--- src/rtl/slow_clk_meter.sv ---
// ---------------------------------------------------------------------------
// slow_clk_meter
//
// Measures the period and high time of a slow divided clock or strobe
// (slowIn) in cycles of the 100 MHz system clock, and hands each result to a
// consumer through a valid/ack handshake.
//
// Measurement runs IDLE -> HIGH -> LOW -> HIGH ... A result is produced on
// every rising edge seen in LOW. The period is the cycle count between two
// rising edges. The high time is the count captured at the falling edge in
// between.
//
// Optional feature macro:
//   SLOW_METER_SYNC_EN - when defined, slowIn passes through a two-flop
//                        synchronizer and may be asynchronous to clk100Mhz.
//                        This adds 2 cycles of latency. When undefined,
//                        slowIn must come from the clk100Mhz domain.
//
// Parameters:
//   CNT_W      width of the measurement counter and the result buses
//
// Ports:
//   clk100Mhz  in   system clock; all state updates on its rising edge
//   reset      in   synchronous, active-high reset
//   slowIn     in   slow signal being measured
//   period     out  cycles between the last two rising edges of slowIn
//   highTime   out  cycles slowIn was high within that period
//   valid      out  a new result is held on period/highTime
//   ack        in   consumer accepts the result (meaningful while valid=1)
//   overrun    out  sticky: a result was overwritten before it was acked
//   timeout    out  sticky: the counter saturated without seeing an edge
// ---------------------------------------------------------------------------
module slow_clk_meter #(
  parameter int unsigned CNT_W = 28
) (
  input  logic             clk100Mhz,
  input  logic             reset,
  input  logic             slowIn,
  output logic [CNT_W-1:0] period,
  output logic [CNT_W-1:0] highTime,
  output logic             valid,
  input  logic             ack,
  output logic             overrun,
  output logic             timeout
);

  typedef enum logic [1:0] {
    ST_IDLE,
    ST_HIGH,
    ST_LOW
  } state_e;

  // One below all-ones. Bumping the counter past this would wrap it, so
  // reaching this value without an edge is treated as a timeout.
  localparam logic [CNT_W-1:0] CNT_SAT = ~(CNT_W'(1));
  localparam logic [CNT_W-1:0] CNT_ONE = CNT_W'(1);

  // ---------------------------------------------------------------------------
  // Input conditioning
  // ---------------------------------------------------------------------------
  logic s;

`ifdef SLOW_METER_SYNC_EN
  logic sync1_q;
  logic sync2_q;

  always_ff @(posedge clk100Mhz) begin
    if (reset) begin
      sync1_q <= 1'b0;
      sync2_q <= 1'b0;
    end else begin
      sync1_q <= slowIn;
      sync2_q <= sync1_q;
    end
  end

  assign s = sync2_q;
`else
  assign s = slowIn;
`endif

  // ---------------------------------------------------------------------------
  // State
  // ---------------------------------------------------------------------------
  state_e           state_q,   state_d;
  logic             sd_q;
  logic [CNT_W-1:0] cnt_q,     cnt_d;
  logic [CNT_W-1:0] hi_cap_q,  hi_cap_d;
  logic [CNT_W-1:0] period_q,  period_d;
  logic [CNT_W-1:0] high_q,    high_d;
  logic             valid_q,   valid_d;
  logic             overrun_q, overrun_d;
  logic             timeout_q, timeout_d;

  logic rise;
  logic fall;
  logic sat;
  logic new_result;

  assign rise = s & ~sd_q;
  assign fall = ~s & sd_q;
  assign sat  = (cnt_q >= CNT_SAT);

  // NOTE: sequential state is written only with non-blocking assignments, so
  // every flop samples the values from before the clock edge, whatever order
  // the statements appear in.
  always_ff @(posedge clk100Mhz) begin
    if (reset) begin
      state_q   <= ST_IDLE;
      sd_q      <= 1'b0;
      cnt_q     <= '0;
      hi_cap_q  <= '0;
      period_q  <= '0;
      high_q    <= '0;
      valid_q   <= 1'b0;
      overrun_q <= 1'b0;
      timeout_q <= 1'b0;
    end else begin
      state_q   <= state_d;
      sd_q      <= s;
      cnt_q     <= cnt_d;
      hi_cap_q  <= hi_cap_d;
      period_q  <= period_d;
      high_q    <= high_d;
      valid_q   <= valid_d;
      overrun_q <= overrun_d;
      timeout_q <= timeout_d;
    end
  end

  // NOTE: every signal driven here gets a default first. Otherwise a path
  // that leaves one unassigned would infer a latch.
  always_comb begin
    state_d    = state_q;
    cnt_d      = cnt_q;
    hi_cap_d   = hi_cap_q;
    period_d   = period_q;
    high_d     = high_q;
    valid_d    = valid_q;
    overrun_d  = overrun_q;
    timeout_d  = timeout_q;
    new_result = 1'b0;

    unique case (state_q)
      ST_IDLE: begin
        // The first rising edge only starts counting. No result comes
        // from IDLE.
        if (rise) begin
          cnt_d   = CNT_ONE;
          state_d = ST_HIGH;
        end
      end

      ST_HIGH: begin
        // The edge takes priority over saturation. Saturation only means
        // "no edge arrived in time".
        if (fall) begin
          hi_cap_d = cnt_q;
          cnt_d    = cnt_q + CNT_ONE;
          state_d  = ST_LOW;
        end else if (sat) begin
          timeout_d = 1'b1;
          cnt_d     = '0;
          state_d   = ST_IDLE;
        end else begin
          cnt_d = cnt_q + CNT_ONE;
        end
      end

      ST_LOW: begin
        if (rise) begin
          new_result = 1'b1;
          period_d   = cnt_q;
          high_d     = hi_cap_q;
          cnt_d      = CNT_ONE;
          state_d    = ST_HIGH;
        end else if (sat) begin
          timeout_d = 1'b1;
          cnt_d     = '0;
          state_d   = ST_IDLE;
        end else begin
          cnt_d = cnt_q + CNT_ONE;
        end
      end

      default: begin
        state_d = ST_IDLE;
      end
    endcase

    // Handshake. An ack retires the held result. A new result in the same
    // cycle wins and keeps valid high. It counts as an overrun only if the
    // old result was still pending and not acked in that cycle.
    if (valid_q && ack) begin
      valid_d = 1'b0;
    end
    if (new_result) begin
      valid_d = 1'b1;
      if (valid_q && !ack) begin
        overrun_d = 1'b1;
      end
    end
  end

  assign period   = period_q;
  assign highTime = high_q;
  assign valid    = valid_q;
  assign overrun  = overrun_q;
  assign timeout  = timeout_q;

endmodule

--- config.mk ---
export PLATFORM = sky130hd
export DESIGN_NAME = slow_clk_meter
export DESIGN_NICKNAME = d
export VERILOG_FILES = /design/src/rtl/slow_clk_meter.sv
export SDC_FILE = /design/constraint.sdc
export NUM_CORES = 1
export LEC_CHECK = 0
export BUFFER_PORTS_ARGS = -buffer_cell sky130_fd_sc_hd__buf_4
export CORE_UTILIZATION = 40
export CTS_BUF_LIST = sky130_fd_sc_hd__clkbuf_16
export CTS_CLUSTER_DIAMETER = 40
export DETAILED_ROUTE_END_ITERATION = 16
export GPL_TIMING_DRIVEN = 0
export PLACE_DENSITY = 0.63
export SKIP_CTS_REPAIR_TIMING = 1
export SYNTH_ARGS = -nofsm -noshare
export SYNTH_HDL_FRONTEND = slang
export SYNTH_SLANG_ARGS = --single-unit
--- constraint.sdc ---
create_clock -name clk100Mhz -period 4.3 [get_ports clk100Mhz]
set_clock_uncertainty 0.1 [all_clocks]
set_input_delay 0.215 -clock clk100Mhz [delete_from_list [all_inputs] [get_ports clk100Mhz]]
set_output_delay 0.215 -clock clk100Mhz [all_outputs]
set_load 0.05 [all_outputs]
==> results.md, run 1 <==
* Vias per cell at between 5 and 6
* # setup viols final at 0
* Via count at between 4,000 and 5,000
* Port bufs at 61
* Static Leakage at about 2.1 nW
* Number of synthesized flops with an enable pin at 0
* Hold Crit Class: in2reg
* Residual DRC count at 0
* Setup TNS at 0 ps
* DRT Pass-1 Iters at 5
* Worst-Margin Slew at between 700 and 800 ps
* Power Total at 2.47 mW
* Failing checks: hold timing
* Crit path kind: reg2reg
* Core box area at between 10,000 and 15,000 um^2
* Mapped Area at 4920 um^2
* I/O pin cnt at 63
* CTS tree: built
* Critical path arrival at 2810 ps
* Relative slew slack at 0.496
* Mean Syn Cell Area at 7.85 um^2
* Height of the die at between 100 and 150 um
* Crit-path max FO at 9
* Clock Latency Late Sink at 420 ps
* Nets at 717
* Ranking of synthesized cells by area: dfxtp_1, nand2_1, a21oi_1
* DP Cell Count at 835
* Routed wire length at 13,700 um
* Syn_nets at 637
* Share of cells above drive strength 1 at 0.160
* Initial antenna violation count at 0
* Total gr overflow at 0
* Non-filler cells, final at 867
* Yosys top cell area share at 0.480
* Clk slew on worst S/H paths at 50 ps
* Fin Hold WS at -39.2 ps
* Tot GR Track Use at 0.228
* Max-cap violations at 0
* Max VDD drop at 0.166 mV
* Worst setup EP type: register
* H-tree depth at 4
* Largest net degree at the start of global routing at 17
* Status: finished with violations
* Pwr dens at 404 nW/um^2
* Fin crit period at between 2000 and 3000 ps
* Worst reg2reg setup slack at 1710 ps
* Antenna cells at 0
* Sink Count at roughly 120
* Max Slew Vio Count at 0
* RSZ-0062 raised after global routing: no
* Final ANT Viol Nets at 0
* Vias in the first global route at 4,450
* Initial cell density of the core at 0.410
* Final GP Congestion at 0.922
* # rows at 40
* Seq/Total Area, Yosys at 0.480
* Drt wl/cell at 15.8 um
* Max Root-Sink Buffers at 2
* TritonCTS Buffers at 17
* Initial DRC count at roughly 450
* Yosys top cell by area: dfxtp_1
* Final Cycle Share at 0.601
* Area grow syn2layout at 24.0%
* Data required time of the worst path at ~4500 ps
* Die area at between 10,000 and 15,000 um^2
* Synth Instances at between 600 and 700
* Asr flop ratio synth at 0
* DIE WIDTH at 113 um
* Fill count at roughly 1,200
* Cell variety after synth at 49
* Layout Utilization at 0.508
* Global-route wire length before repair at 22,500 um
* Ys flop type: dfxtp_1
* Ys Warns at 0
* Fmax at a little under 400 MHz
* CP Launch Type: register
* Hold Vio Cnt, Final at 1
* Detailed Place HPWL at roughly 9700 um
* CTS Root Cell: clkbuf_16
* Seq cells post-synth at 118
## layer usage
metal	vias to the layer above	part of all wire	global-route usage
met3	27	0.055	0.0605
met2	160	0.45	0.360
met1	2205	0.47	0.296
met4	0	0.019	0.0956
li1	2316	-	-
met5	-	0	0
## area by class of cell
class	count	area (um^2)	share of cell area
Buffer	50	229	0.0375
Clock buffer	17	425	0.0697
Clock inverter	15	115	0.0189
Inverter	12	45.0	0.00738
Multi-Input combinational cell	447	2290	0.374
Sequential cell	118	2360	0.387
Tap cell	147	184	0.0301
Timing Repair Buffer	61	458	0.0750
## placed cells by master, fill, tap and decap left out, types with 6 or more instances in the layout
cell type   Yosys  layout
nand4_1        21      21
nor3_1         10      10
nand3_1        26      26
a21oi_1        89      89
nand2_1       196     196
clkinvlp_4      0       6
clkbuf_1       32      32
nor2_1         11      11
or4_1          10      10
clkbuf_16       0      17
o21ai_0        15      15
inv_1          12      13
ha_1            6       6
buf_2           9       9
dfxtp_1       118     118
buf_4           0      61
a31oi_1         6       6
## where the power goes
group	switching, mW	internal (mW)	total [mW]	leakage [nW]
Sequential	0.00486	1.10	1.10	0.951
Combinational	0.0565	0.0196	0.0761	0.909
Clock	0.506	0.781	1.29	0.253
Total	0.568	1.90	2.47	2.11
## state kept, by name, summed over array words and instances, names as in the netlist, 2 cells and up
| register | flops |
|---|---|
| period | 28 |
| hi_cap_q | 28 |
| cnt_q | 28 |
| state_q | 2 |
| highTime | 28 |
## cells in the mapped netlist (2+ instances only)
library cell,number
a21oi_1,89
nand3_1,26
and4_1,2
o22ai_1,3
buf_1,5
o21ai_0,15
and2_1,2
buf_6,4
nor2b_1,2
nor3_1,10
and3_4,2
buf_2,9
a31oi_1,6
nand2_1,196
a21o_1,3
clkbuf_1,32
or4_1,10
o311ai_1,5
inv_1,12
nand2b_1,2
mux2i_1,2
ha_1,6
dfxtp_1,118
o211ai_1,3
nor2_1,11
o31ai_1,3
and4_4,3
nand4_1,21
and3_1,2
nor4_1,4
## final timing paths
check | start | end | cells past startpoint
setup / recovery | state_q[0] | cnt_q[18] | 6
hold / removal | slowIn | sd_q | 2
setup reg to reg | state_q[0] | cnt_q[18] | 6
hold reg to reg | highTime[14] | highTime[14] | 2
## critical path, stage by stage (launching register included)
cell and delay [ps]:
dfxtp_1 380, inv_1 90, ha_1 280, a21oi_2 440
nand3_1 290, a221o_1 610, o31ai_1 300
## kinds of logic (layout without fill, tap and decap cells)
logic type,after synthesis,after routing,share of synthesized area
xor gates and xnor gates,1,1,0.00178
DFF,118,118,0.480
muxes,2,2,0.00407
AOI/OAI and AO/OA,137,137,0.158
buffers and inverters,62,155,0.0557
adders and majority gates,6,6,0.0153
and+or+nand+nor,301,301,0.285
## stage by stage
stage | setup slack (ps) | cell area (um^2)
after floorplan | 2290 | 4920
after detailed placement | 1790 | 5560
final | 1710 | 6100
after global routing | 1610 | 6100
after CTS | 1780 | 6100
after global placement | 1830 | 5560
Power figures use the tool's default switching activity.
==> run 2: changes to the inputs <==
Settings changed: PLACE_DENSITY 0.63 to 0.65.
Clock period 4.3 ns to 2.25 ns, I/O delays scaled along.
==> run 2 against run 1 <==
Net effect:
- the flow now finishes without violations
- flip-flop and latch count unchanged
- power increased by 97%
- critical path depth increased by 1
- final cell count increased by 0.92%
- sequential share of layout area decreased by 1.1 points
- die area unchanged
- wire length increased by 2.9%
- via count increased by 1.3%
- critical path type unchanged
- critical endpoint is now cnt_q[2]
- largest cell class unchanged
- largest power group unchanged
==> results.md, run 2 (synthesized netlist as in run 1, its figures left out) <==
* DP Cell Count at 835
* Non-filler cells, final at slightly below 900
* Status: finished, final reports clean
* CTS tree: built
* Max Root-Sink Buffers at 2
* Pwr dens at 772 nW/um^2
* Largest net degree at the start of global routing at 17
* Initial cell density of the core at 0.410
* Port bufs at 61
* Crit path kind: reg2reg
* Data required time of the worst path at 2450 ps
* Static Leakage at 2.24 nW
* Via count at 4,769
* DIE WIDTH at approximately 110 um
* Hold Vio Cnt, Final at 0
* Antenna cells at 0
* H-tree depth at 4
* Nets at 726
* Total gr overflow at 0
* CTS Root Cell: clkbuf_16
* Drt wl/cell at about 16 um
* Commonest non-fill, non-tap cell in the layout: nand2_1
* Most frequent cells in the layout: nand2_1, dfxtp_1, a21oi_1
* Vias per cell at 5.45
* Max Slew Vio Count at 0
* Global-route wire length before repair at about 23,000 um
* Max VDD drop at about 0.32 mV
* Worst setup EP type: register
* CP Launch Type: register
* Height of the die at 113 um
* Core box area at 12,000 um^2
* Initial antenna violation count at 0
* Relative slew slack at 0.546
* # rows at 40
* Grt met1 use at 0.289
* Grt peak-use layer: met2
* Fin crit period at 2180 ps
* Sink Count at around 120
* Vias in the first global route at between 4,000 and 5,000
* Critical-path cell list: and4_4 > and4_4 > buf_6 > nand4_1 > buf_2 > a31oi_1 > mux2i_1
* Area grow syn2layout at 28.0%
* Place WS at -263 ps
* Routed wire length at 14,100 um
* # setup viols final at 0
* Setup slack after layout at between 70 and 80 ps
* Layout Utilization at 0.524
* Max-cap violations at 0
* Clk slew on worst S/H paths at about 60 ps
* Hold Crit Class: in2reg
* Worst-Margin Slew at 680 ps
* Crit-path max cell delay at 520 ps
* Fmax at between 400 and 500 MHz
* Critical path arrival at 2380 ps
* Grt met3 use at 0.0573
* Detailed Place HPWL at 9630 um
* Tot GR Track Use at 0.230
* Share of cells above drive strength 1 at 0.195
* Met2 usage at 0.384
* Critical path's slowest cell: dfxtp_1
* Worst R2R Path Depth at 7
* Final ANT Viol Nets at 0
* I/O pin cnt at 63
* TritonCTS Buffers at 17
* Die area at 12,800 um^2
* Residual DRC count at 0
* Worst hold path stage count at 3
* CP dominant cell by count: and4_4
* Clock Latency Late Sink at 420 ps
* Final GP Congestion at 0.891
* Initial DRC count at 332
* Final Cycle Share at 0.967
* Crit-path max FO at 10
* DRT Pass-1 Iters at 5
==> run 2: area by class of cell <==
cell class              instances  area (um^2)
plain buffers                  48          234
clock buffers                  17          425
clock inverters                14          139
fillers                      1161         5710
inverters                      12         45.0
multi-input cells             448         2370
flip-flops and latches        118         2370
well taps                     147          184
repair buffers                 71          538
==> run 2: routing by layer <==
metal | share of wire | up-vias | wire, um
met3 | 0.071 | 22 | 1000
met1 | 0.45 | 2216 | 6280
met2 | 0.47 | 177 | 6560
met4 | 0.018 | 0 | 248
met5 | 0 | - | 0
li1 | - | 2354 | -
==> run 2: worst max-delay path, delay by kind of cell, from the launching register on <==
family                 cells  cell delay, ps
and+or+nand+nor            3             710
muxes                      1             100
buffers and inverters      2             400
DFF                        1             520
AOI/OAI and AO/OA          1             220
==> run 2: final timing paths <==
kind	start	end	slack (ps)
min reg2reg	hi_cap_q[19]	highTime[19]	350
max reg2reg	cnt_q[13]	cnt_q[2]	70
max	cnt_q[13]	cnt_q[2]	70
min	reset	cnt_q[13]	290
==> run 2: metrics by stage <==
step                      hold WS [ps]  area [um^2]  power [mW]  TNS, ps
after floorplan                    141         4920        2.24        0
after global placement             274         5560        2.29    -1900
after detailed placement           283         5560        2.30    -2950
after CTS                         -145         6130        4.88    -3430
after global routing               343         6300        5.00    -9.31
final                              293         6300        4.87        0
==> run 2: power breakdown <==
part	switching, mW	internal, mW	leakage (nW)	total (mW)
registers	0.0101	2.10	0.952	2.11
logic	0.117	0.0527	1.02	0.169
clock network	0.981	1.61	0.269	2.59
==> run 3: changes to the inputs <==
Settings changed: CORE_UTILIZATION 40 to 35, PLACE_DENSITY 0.65 to 0.59.
==> run 3 against run 2 <==
Net effect:
- die area grew 14%
- first-iteration DRC count grew 11%
- largest power group unchanged
- critical endpoint is now cnt_q[24]
- core utilization shrank 5.6 points
- worst setup slack lost 17 ps
- via count shrank 0.52%
==> results.md, run 3 (synthesized netlist as in run 1, its figures left out) <==
* Status: finished, final reports clean
* Area grow syn2layout at 28.0%
* Final Cycle Share at 0.975
* Final GP Congestion at 0.920
* Final ANT Viol Nets at 0
* Largest net degree at the start of global routing at 17
* Vias in the first global route at 4,556
* Relative slew slack at 0.584
* Antenna cells at 0
* Most frequent cells in the layout: nand2_1, dfxtp_1, a21oi_1
* Nets at 721
* Max-cap violations at 0
* Max Root-Sink Buffers at 2
* Hold Vio Cnt, Final at 0
* Total gr overflow at 0
* Crit-path max FO at 10
* Pwr dens at between 700 and 800 nW/um^2
* Power Total at 4.89 mW
* Residual DRC count at 0
* Hold Crit Class: in2reg
* H-tree depth at 4
* Via count at 4,744
* CP top delay family: simple AND/OR/NAND/NOR gates
* Vias per cell at approximately 5.3
* Max VDD drop at approximately 0.35 mV
* Worst setup EP type: register
* Global-route wire length before repair at between 20,000 and 25,000 um
* Port bufs at 61
* Fill count at 1,366
* Area post-placement at 5600 um^2
* Static Leakage at about 2.2 nW
* Data required time of the worst path at 2430 ps
* Fmax at 456 MHz
* TritonCTS Buffers at 17
* CP dominant cell by count: nand4_1
* Core box area at 13,500 um^2
* Critical path arrival at approximately 2400 ps
* # rows at 42
* Height of the die at about 120 um
* Initial antenna violation count at 0
* CTS tree: built
* Crit-path max cell delay at 350 ps
* Critical-path cell list: clkbuf_1 > o211ai_1 > nor4_4 > nand4_1 > buf_2 > nand4_1 > o311ai_2
* Commonest non-fill, non-tap cell in the layout: nand2_1
* Footprint of the multi-input gates at 2340 um^2
* Design area at 6300 um^2
* Clock Latency Late Sink at ~420 ps
* Routed wire length at 14,400 um
* # setup viols final at 0
* Worst-Margin Slew at 624 ps
* Share of cells above drive strength 1 at 0.181
* Crit path kind: reg2reg
* Drt wl/cell at 16.0 um
* CP Launch Type: register
* DRT Pass-1 Iters at 5
* Register area at 2370 um^2
* I/O pin cnt at 63
* Initial cell density of the core at 0.366
* Initial DRC count at 370
* WP buf/inv at 2
* Die area at 14,500 um^2
* Max Slew Vio Count at 0
* DIE WIDTH at 121 um
* Clk slew on worst S/H paths at 50 ps
* CTS Root Cell: clkbuf_16
* Critical path's slowest cell: clkbuf_1
* Fin crit period at about 2200 ps
* Tot GR Track Use at 0.209
* Sink Count at approximately 120
* Detailed Place HPWL at 9950 um
==> run 3: cell types whose count changed in the layout (fill, tap and decap cells not counted), sizes merged <==
| cell | before | now |
|---|---|---|
| clkinvlp | 4 | 1 |
| buf | 87 | 85 |
| clkbuf | 47 | 45 |
| clkinv | 7 | 9 |
| a221o | 2 | 1 |
| bufinv | 2 | 3 |
==> run 3: power by group <==
| group | switching, mW | internal, mW |
|---|---|---|
| logic | 0.115 | 0.0536 |
| clock network | 0.917 | 1.70 |
| registers | 0.00899 | 2.10 |
| total | 1.04 | 3.85 |
==> run 3: path summary, 6_finish.rpt <==
path	cells after the start	startpoint	end	slack [ps]
worst min-delay path	3	reset	cnt_q[13]	190
worst min register to register	2	hi_cap_q[23]	highTime[23]	350
worst max register to register	7	cnt_q[25]	cnt_q[24]	60
worst max-delay path	7	cnt_q[25]	cnt_q[24]	60
==> run 3: worst register-to-register path, cell delays in order, from the launching register on <==
cell,delay [ps]
dfxtp_1,300
clkbuf_1,350
o211ai_1,250
nor4_4,250
nand4_1,250
buf_2,290
nand4_1,150
o311ai_2,130
==> run 3: final cells by class <==
class                      instances  share of cell area
clock inverter                    14              0.0226
multi-input combinational        447               0.371
clock buffer                      17              0.0675
inverter                          12             0.00715
tap                              176              0.0350
timing repair buffer              68              0.0838
buffer                            47              0.0363
sequential                       118               0.376
==> run 3: metrics by stage <==
stage	TNS (ps)	hold WS [ps]	std cells	util	worst slack (ps)
finish	0	185	899	0.468	57.2
global route	-310	219	899	0.468	-47.5
CTS	-3210	-147	895	0.459	-280
detailed placement	-2940	284	864	0.416	-278
global placement	-2530	276	864	0.416	-260
floorplan	0	141	627	-	240
==> run 3: per-layer routing <==
layer	track usage	wire length, um	up-vias
met5	0	0	-
met2	0.329	6570	161
met3	0.0519	829	32
li1	-	-	2335
met4	0.0864	307	0
met1	0.272	6660	2216
